File: src/rtl/pipe_pkg.sv
// Shared types and constants for the pipeline hazard controller and its helpers.
package pipe_pkg;

  localparam int REG_ADDR_W = 5;
  localparam logic [REG_ADDR_W-1:0] X0 = '0;

  typedef enum logic {
    ST_RUN      = 1'b0,
    ST_MEM_WAIT = 1'b1
  } state_t;

endpackage

File: src/rtl/pipe_hazard_ctrl_if.sv
// Stage-buffer fields in, pipeline register/PC controls out; master is the hazard controller.
interface pipe_hazard_ctrl_if;
  import pipe_pkg::*;

  logic                  idex_MemRead;
  logic [REG_ADDR_W-1:0] idex_rd;
  logic [REG_ADDR_W-1:0] ifid_rs1;
  logic [REG_ADDR_W-1:0] ifid_rs2;
  logic                  ifid_uses_rs2;
  logic                  exmem_branch;
  logic                  exmem_zero;
  logic                  exmem_MemRead;
  logic                  exmem_MemWrite;
  logic                  dmem_ready;

  logic                  pc_write;
  logic                  pc_src;
  logic                  ifid_write;
  logic                  ifid_flush;
  logic                  idex_flush;
  logic                  exmem_flush;
  logic                  pipe_hold;
  logic                  mem_err;

  modport master (
    input  idex_MemRead, idex_rd, ifid_rs1, ifid_rs2, ifid_uses_rs2,
           exmem_branch, exmem_zero, exmem_MemRead, exmem_MemWrite, dmem_ready,
    output pc_write, pc_src, ifid_write, ifid_flush, idex_flush, exmem_flush,
           pipe_hold, mem_err
  );

  modport slave (
    output idex_MemRead, idex_rd, ifid_rs1, ifid_rs2, ifid_uses_rs2,
           exmem_branch, exmem_zero, exmem_MemRead, exmem_MemWrite, dmem_ready,
    input  pc_write, pc_src, ifid_write, ifid_flush, idex_flush, exmem_flush,
           pipe_hold, mem_err
  );

endinterface

File: src/rtl/hazard_detect.sv
// Combinational load-use compare: a load in ID/EX writing a register the IF/ID instruction reads.
module hazard_detect
  import pipe_pkg::*;
(
  input  logic                  mem_read,
  input  logic [REG_ADDR_W-1:0] rd,
  input  logic [REG_ADDR_W-1:0] rs1,
  input  logic [REG_ADDR_W-1:0] rs2,
  input  logic                  uses_rs2,
  output logic                  hazard
);

  // x0 is hardwired to zero, so a load targeting it can never feed a consumer
  assign hazard = mem_read && (rd != X0) &&
                  ((rd == rs1) || (uses_rs2 && (rd == rs2)));

endmodule

File: src/rtl/pipe_hazard_ctrl.sv
// Stall/flush sequencer for the 5-stage pipe: load-use bubbles, taken-branch flushes, memory-wait holds with timeout.
// Outputs are combinational from state and inputs; HAZ_PERF_CNT_EN adds stall/flush event counters.
module pipe_hazard_ctrl
  import pipe_pkg::*;
#(
  parameter int MEM_TIMEOUT = 15,
  parameter int TO_W        = 4
) (
  input  logic                 clk,
  input  logic                 reset,
  pipe_hazard_ctrl_if.master   hif
`ifdef HAZ_PERF_CNT_EN
  ,
  output logic [31:0]          stall_cycles,
  output logic [31:0]          flush_events
`endif
);

  state_t            state;
  state_t            state_nx;
  state_t            state_eff;
  logic [TO_W-1:0]   wcnt;
  logic [TO_W-1:0]   wcnt_nx;
  logic              mem_err_q;
  logic              set_err;
  logic              mem_op;
  logic              taken;
  logic              lu;
  logic              timed_out;
  logic              hold;

  hazard_detect u_hazard_detect (
    .mem_read (hif.idex_MemRead),
    .rd       (hif.idex_rd),
    .rs1      (hif.ifid_rs1),
    .rs2      (hif.ifid_rs2),
    .uses_rs2 (hif.ifid_uses_rs2),
    .hazard   (lu)
  );

  assign mem_op    = hif.exmem_MemRead | hif.exmem_MemWrite;
  assign taken     = hif.exmem_branch & hif.exmem_zero;
  assign timed_out = (wcnt == TO_W'(MEM_TIMEOUT));

  // While reset is asserted the outputs follow the RUN rules regardless of the stale state
  assign state_eff = reset ? ST_RUN : state;
  assign hold      = (state_eff == ST_RUN) ? (mem_op & ~hif.dmem_ready)
                                           : (~hif.dmem_ready & ~timed_out);

  always_ff @(posedge clk) begin
    if (reset) begin
      state     <= ST_RUN;
      wcnt      <= '0;
      mem_err_q <= 1'b0;
    end else begin
      state <= state_nx;
      wcnt  <= wcnt_nx;
      if (set_err) mem_err_q <= 1'b1;
    end
  end

  always_comb begin
    state_nx = state;
    wcnt_nx  = wcnt;
    set_err  = 1'b0;
    case (state)
      ST_RUN: begin
        if (mem_op && !hif.dmem_ready) begin
          state_nx = ST_MEM_WAIT;
          wcnt_nx  = TO_W'(1);
        end
      end
      ST_MEM_WAIT: begin
        if (hif.dmem_ready) begin
          state_nx = ST_RUN;
          wcnt_nx  = '0;
        end else if (timed_out) begin
          state_nx = ST_RUN;
          wcnt_nx  = '0;
          set_err  = 1'b1;
        end else begin
          wcnt_nx  = wcnt + TO_W'(1);
        end
      end
      default: begin
        state_nx = ST_RUN;
        wcnt_nx  = '0;
      end
    endcase
  end

  always_comb begin
    hif.pc_write    = 1'b1;
    hif.pc_src      = 1'b0;
    hif.ifid_write  = 1'b1;
    hif.ifid_flush  = 1'b0;
    hif.idex_flush  = 1'b0;
    hif.exmem_flush = 1'b0;
    hif.pipe_hold   = 1'b0;
    if (hold) begin
      hif.pc_write   = 1'b0;
      hif.ifid_write = 1'b0;
      hif.pipe_hold  = 1'b1;
    end else if (taken) begin
      hif.pc_src      = 1'b1;
      hif.ifid_flush  = 1'b1;
      hif.idex_flush  = 1'b1;
      hif.exmem_flush = 1'b1;
    end else if (lu) begin
      hif.pc_write   = 1'b0;
      hif.ifid_write = 1'b0;
      hif.idex_flush = 1'b1;
    end
  end

  assign hif.mem_err = mem_err_q;

`ifdef HAZ_PERF_CNT_EN
  always_ff @(posedge clk) begin
    if (reset) begin
      stall_cycles <= '0;
      flush_events <= '0;
    end else begin
      if (!hif.pc_write && (stall_cycles != '1)) stall_cycles <= stall_cycles + 32'd1;
      if (hif.ifid_flush && (flush_events != '1)) flush_events <= flush_events + 32'd1;
    end
  end
`endif

endmodule

File: src/flat_wrapper.sv
// flat-port wrapper written by rule: the top's interface ports become plain ports
module pipe_hazard_ctrl_flat import pipe_pkg::*;
#(
  parameter int MEM_TIMEOUT = 15,
  parameter int TO_W        = 4
)
  (clk, reset, hif_idex_MemRead, hif_idex_rd, hif_ifid_rs1, hif_ifid_rs2, hif_ifid_uses_rs2, hif_exmem_branch, hif_exmem_zero, hif_exmem_MemRead, hif_exmem_MemWrite, hif_dmem_ready, hif_pc_write, hif_pc_src, hif_ifid_write, hif_ifid_flush, hif_idex_flush, hif_exmem_flush, hif_pipe_hold, hif_mem_err);
  pipe_hazard_ctrl_if hif_i ();
  input  logic clk;
  input  logic reset;
  input wire logic [$bits(hif_i.idex_MemRead)-1:0] hif_idex_MemRead;
  input wire logic [$bits(hif_i.idex_rd)-1:0] hif_idex_rd;
  input wire logic [$bits(hif_i.ifid_rs1)-1:0] hif_ifid_rs1;
  input wire logic [$bits(hif_i.ifid_rs2)-1:0] hif_ifid_rs2;
  input wire logic [$bits(hif_i.ifid_uses_rs2)-1:0] hif_ifid_uses_rs2;
  input wire logic [$bits(hif_i.exmem_branch)-1:0] hif_exmem_branch;
  input wire logic [$bits(hif_i.exmem_zero)-1:0] hif_exmem_zero;
  input wire logic [$bits(hif_i.exmem_MemRead)-1:0] hif_exmem_MemRead;
  input wire logic [$bits(hif_i.exmem_MemWrite)-1:0] hif_exmem_MemWrite;
  input wire logic [$bits(hif_i.dmem_ready)-1:0] hif_dmem_ready;
  output wire logic [$bits(hif_i.pc_write)-1:0] hif_pc_write;
  output wire logic [$bits(hif_i.pc_src)-1:0] hif_pc_src;
  output wire logic [$bits(hif_i.ifid_write)-1:0] hif_ifid_write;
  output wire logic [$bits(hif_i.ifid_flush)-1:0] hif_ifid_flush;
  output wire logic [$bits(hif_i.idex_flush)-1:0] hif_idex_flush;
  output wire logic [$bits(hif_i.exmem_flush)-1:0] hif_exmem_flush;
  output wire logic [$bits(hif_i.pipe_hold)-1:0] hif_pipe_hold;
  output wire logic [$bits(hif_i.mem_err)-1:0] hif_mem_err;
  assign hif_i.idex_MemRead = hif_idex_MemRead;
  assign hif_i.idex_rd = hif_idex_rd;
  assign hif_i.ifid_rs1 = hif_ifid_rs1;
  assign hif_i.ifid_rs2 = hif_ifid_rs2;
  assign hif_i.ifid_uses_rs2 = hif_ifid_uses_rs2;
  assign hif_i.exmem_branch = hif_exmem_branch;
  assign hif_i.exmem_zero = hif_exmem_zero;
  assign hif_i.exmem_MemRead = hif_exmem_MemRead;
  assign hif_i.exmem_MemWrite = hif_exmem_MemWrite;
  assign hif_i.dmem_ready = hif_dmem_ready;
  assign hif_pc_write = hif_i.pc_write;
  assign hif_pc_src = hif_i.pc_src;
  assign hif_ifid_write = hif_i.ifid_write;
  assign hif_ifid_flush = hif_i.ifid_flush;
  assign hif_idex_flush = hif_i.idex_flush;
  assign hif_exmem_flush = hif_i.exmem_flush;
  assign hif_pipe_hold = hif_i.pipe_hold;
  assign hif_mem_err = hif_i.mem_err;
  pipe_hazard_ctrl #(.MEM_TIMEOUT(MEM_TIMEOUT), .TO_W(TO_W)) u_core (.clk(clk), .reset(reset), .hif(hif_i));
endmodule
File: config.mk
export PLATFORM = sky130hd
export DESIGN_NAME = pipe_hazard_ctrl_flat
export DESIGN_NICKNAME = d
export VERILOG_FILES = /design/src/rtl/pipe_pkg.sv /design/src/rtl/pipe_hazard_ctrl_if.sv /design/src/rtl/hazard_detect.sv /design/src/rtl/pipe_hazard_ctrl.sv /design/src/flat_wrapper.sv
export SDC_FILE = /design/constraint.sdc
export NUM_CORES = 1
export LEC_CHECK = 0
export ABC_AREA = 1
export CORE_MARGIN = 2
export CORE_UTILIZATION = 40
export DETAILED_ROUTE_END_ITERATION = 12
export GPL_ROUTABILITY_DRIVEN = 1
export PLACE_DENSITY = 0.9
export SETUP_SLACK_MARGIN = 0.1
export SKIP_LAST_GASP = 1
export SYNTH_ARGS = -nofsm -noshare
export SYNTH_HDL_FRONTEND = slang
export SYNTH_SLANG_ARGS = --single-unit
export TNS_END_PERCENT = 50
File: constraint.sdc
create_clock -name clk -period 3.5 [get_ports clk]
set_input_delay 0.35 -clock clk [delete_from_list [all_inputs] [get_ports clk]]
set_output_delay 0.35 -clock clk [all_outputs]
set_load 0.02 [all_outputs]
==> results.md <==
* Max_cap viols at 0
* Static Leakage at ~0.46 nW
* Adder-cell share of the synthesized area at under 10%
* Least-Margin Pin Slew at between 0.2 and 0.25 ns
* Gpl congestion at 0.803
* Metal2 WL at just under 800 µm
* Post-route clock skew at around 0.0074 ns
* Worst skew pair latency at 0.24 ns
* Syn-to-layout area delta at 56.8%
* Post-Synthesis Cell Area at 579 µm²
* Synth cell types at 20
* WHS Endpoint: u_core.wcnt[3]$_SDFFE_PP0P_
* Largest family of logic cells by synthesized area: simple AND/OR/NAND/NOR gates
* Met3 WL at 69 µm
* Placement-stage cell area at 886 µm²
* Vias at between 700 and 800
* Compound-gate portion of the synthesized area at 10.4%
* R2r setup slk at 2.32 ns
* Post-DP HPWL at approximately 1300 µm
* Root Buffer: clkbuf_4
* Post-synth EDFFs at 0
* Setup crit start kind: primary input
* Setup TNS Final at 0 ns
* Warnings from Yosys at 0
* Synth Area per Inst at around 5.5 µm²
* Primary FF master, synth: dfxtp_1
* Final period util at between 60 and 70%
* Most common cell after layout, fill and taps aside: nand2_1
* Peak Freq at 0.415 GHz
* Area leader, netlist: nand2_1
* Worst reg2reg path depth at 6
* Slew Viols, Final at 0
* Die Span X at around 42 µm
* Antenna Cells at 0
* 1st-iter DRT viols at 9
* Mapped Cells at 105
* Placed instance count at between 100 and 150
* Hold Crit Start: u_core.wcnt[3]$_SDFFE_PP0P_
* Syn_nets at 130
* Worst-case clock buffer depth at 2
* RSZ-0062 raised after global routing: false
* Final net count at 163
* Post-route ant nets at 0
* Overflow after GRT at 0
* Worst Hold Depth at 2
* Reg2reg end: u_core.wcnt[0]$_SDFFE_PP0P_
* Yosys top cell area share at a little under a quarter
* Ports at 32
* CTS Hold Bufs at 0
* Worst Path Buf+Inv at 3
* Routed len/inst at 9.64 µm
* Hold Vio Cnt, Final at 0
* Design area at 908 µm²
* Number of global-route vias before repair at between 600 and 700
* Seq/Total Area, Yosys at 20.7%
* VDD IR max at approximately 0.22 mV
* Total core area at ~0.0013 mm²
* Final wirelength at approximately 1500 µm
* Max FO, Critical Path at 4
* Worst-path clk slew at ~0.05 ns
* DR pass1 iterations at 3
* Post-synthesis xor/xnor area fraction at about 3.0%
* First-pass GRT wire length at approximately 2700 µm
* Initial antenna violation count at 0
* Vias/cell at about 4.7
* Post-synthesis mux area share at 1.94%
* Clk sink count at 6
* CP Class: in2out
* Tmin final at about 2.4 ns
* Slew margin rel. at approximately 85%
* Share of layout cells above drive strength 1 at about an eighth
* Initial Utilization at a little over two fifths
* Pin count of the biggest net entering global routing at 6
* Area of the die at 0.00177 mm²
* Family with the most delay on the worst path: buffers and inverters
* Post-CTS Setup Bufs at 0
* Metal-1 WL at ~580 µm
* Setup Viol. Count Final at 0
* CTS tree: yes
* Most frequent CP cell: nand2_1
* Data arrival, critical path at between 2 and 2.5 ns
* Pwr Density at around 240 mW/mm²
* RR Startpoint: u_core.wcnt[0]$_SDFFE_PP0P_
* Worst path required time at 3.15 ns
* FP Rows at 13
* Outcome: complete, no violations
* Critical Path Sink Type: output pin
* GRT Resource Usage Total at between 10% and 20%
* DR top layer: met4
* CP Cell Sequence: clkdlybuf4s50_1 > inv_2 > nand2_1 > nand2_1 > nor2_1 > nand3_1 > nand2_1 > nand3_1 > nand2_1 > clkdlybuf4s50_1
* HP Class: reg2reg
* CTS buffer count at 3
* Worst path max stage delay at slightly below 0.6 ns
* Simple-gate share of the synthesized area at 42.3%
* Synth top area cells: nand2_1 (24%), dfxtp_1 (21%), inv_1 (11%)
* Post-synth ARST share at 0%
* Non-filler cells, final at between 150 and 200
* Die H at 42.1 µm
* Synth Register Bits at 6
* Most frequent cells in the layout: nand2_1 (37), clkdlybuf4s50_1 (31), inv_1 (17)
* DRC at 0
* Port bufs at 31
* CTS H-Tree Depth at 1
* Slowest cell on the critical path: clkdlybuf4s50_1
* Post-cts sizing count at 0
[worst max-delay path by stage]
stage | slack [ns] | endpoint | cells after the start | startpoint
after floorplan | 1.85 | hif_pc_write | 8 | u_core.wcnt[0]$_SDFFE_PP0P_
after global placement | 1.15 | hif_idex_flush | 10 | hif_idex_rd[4]
after detailed placement | 1.08 | hif_idex_flush | 10 | hif_idex_rd[0]
after CTS | 1.07 | hif_idex_flush | 10 | hif_idex_rd[0]
after global routing | 0.93 | hif_idex_flush | 10 | hif_idex_rd[0]
final | 1.09 | hif_idex_flush | 10 | hif_idex_rd[0]
[cells by family (layout without fill, tap and decap cells)]
family / Yosys count / after routing
AOI/OAI and AO/OA: 10 / 10
xor gates and xnor gates: 2 / 2
adders and majority gates: 1 / 1
buffers and inverters: 27 / 58
DFF: 6 / 6
muxes: 1 / 1
and+or+nand+nor: 58 / 58
[where the power goes]
group	switching, mW	internal, mW	total, mW
registers	0.00274	0.0711	0.0739
logic	0.0385	0.0455	0.0841
clock network	0.0226	0.0386	0.0612
total	0.0639	0.155	0.219
[sequential cells by signal, indices dropped and copies added (netlist names)]
name	flops
u_core.wcnt	4
u_core.state	1
u_core.hif.mem_err	1
[cell type report]
cell class,count,area [µm²]
Sequential cell,6,120
Clock buffer,3,22.5
Timing Repair Buffer,31,310
Fill cell,117,425
Tap cell,15,18.8
Multi-Input combinational cell,72,347
Inverter,24,90.1
[synth_stat cells (2+ instances only)]
cell type and instances:
a21oi_1 4, buf_4 3, dfxtp_1 6, inv_1 17
inv_2 7, nand2_1 37, nand3_1 6, nand3_2 2
nor2_1 10, o21ai_0 2, o21ai_1 2
[worst min-delay path: stages (launching register included)]
cell	delay, ns
dfxtp_1	0.31
nand2_1	0.06
a21oi_1	0.05
[metal layers]
layer	vias up	global-route usage [%]
li1	376	-
met5	-	0
met4	0	8.13
met3	2	5.60
met1	310	18.4
met2	17	38.4
[per-stage QoR]
stage / utilization (%) / hold WS [ns] / total power, mW / worst slack (ns)
floorplan: - / 0.419 / 0.116 / 1.85
global placement: 66.4 / 0.452 / 0.156 / 1.15
detailed placement: 66.4 / 0.459 / 0.160 / 1.08
CTS: 68.1 / 0.467 / 0.223 / 1.07
global route: 68.1 / 0.492 / 0.238 / 0.935
finish: 68.1 / 0.468 / 0.219 / 1.09
Note: power is estimated with default switching activity, not from simulation.
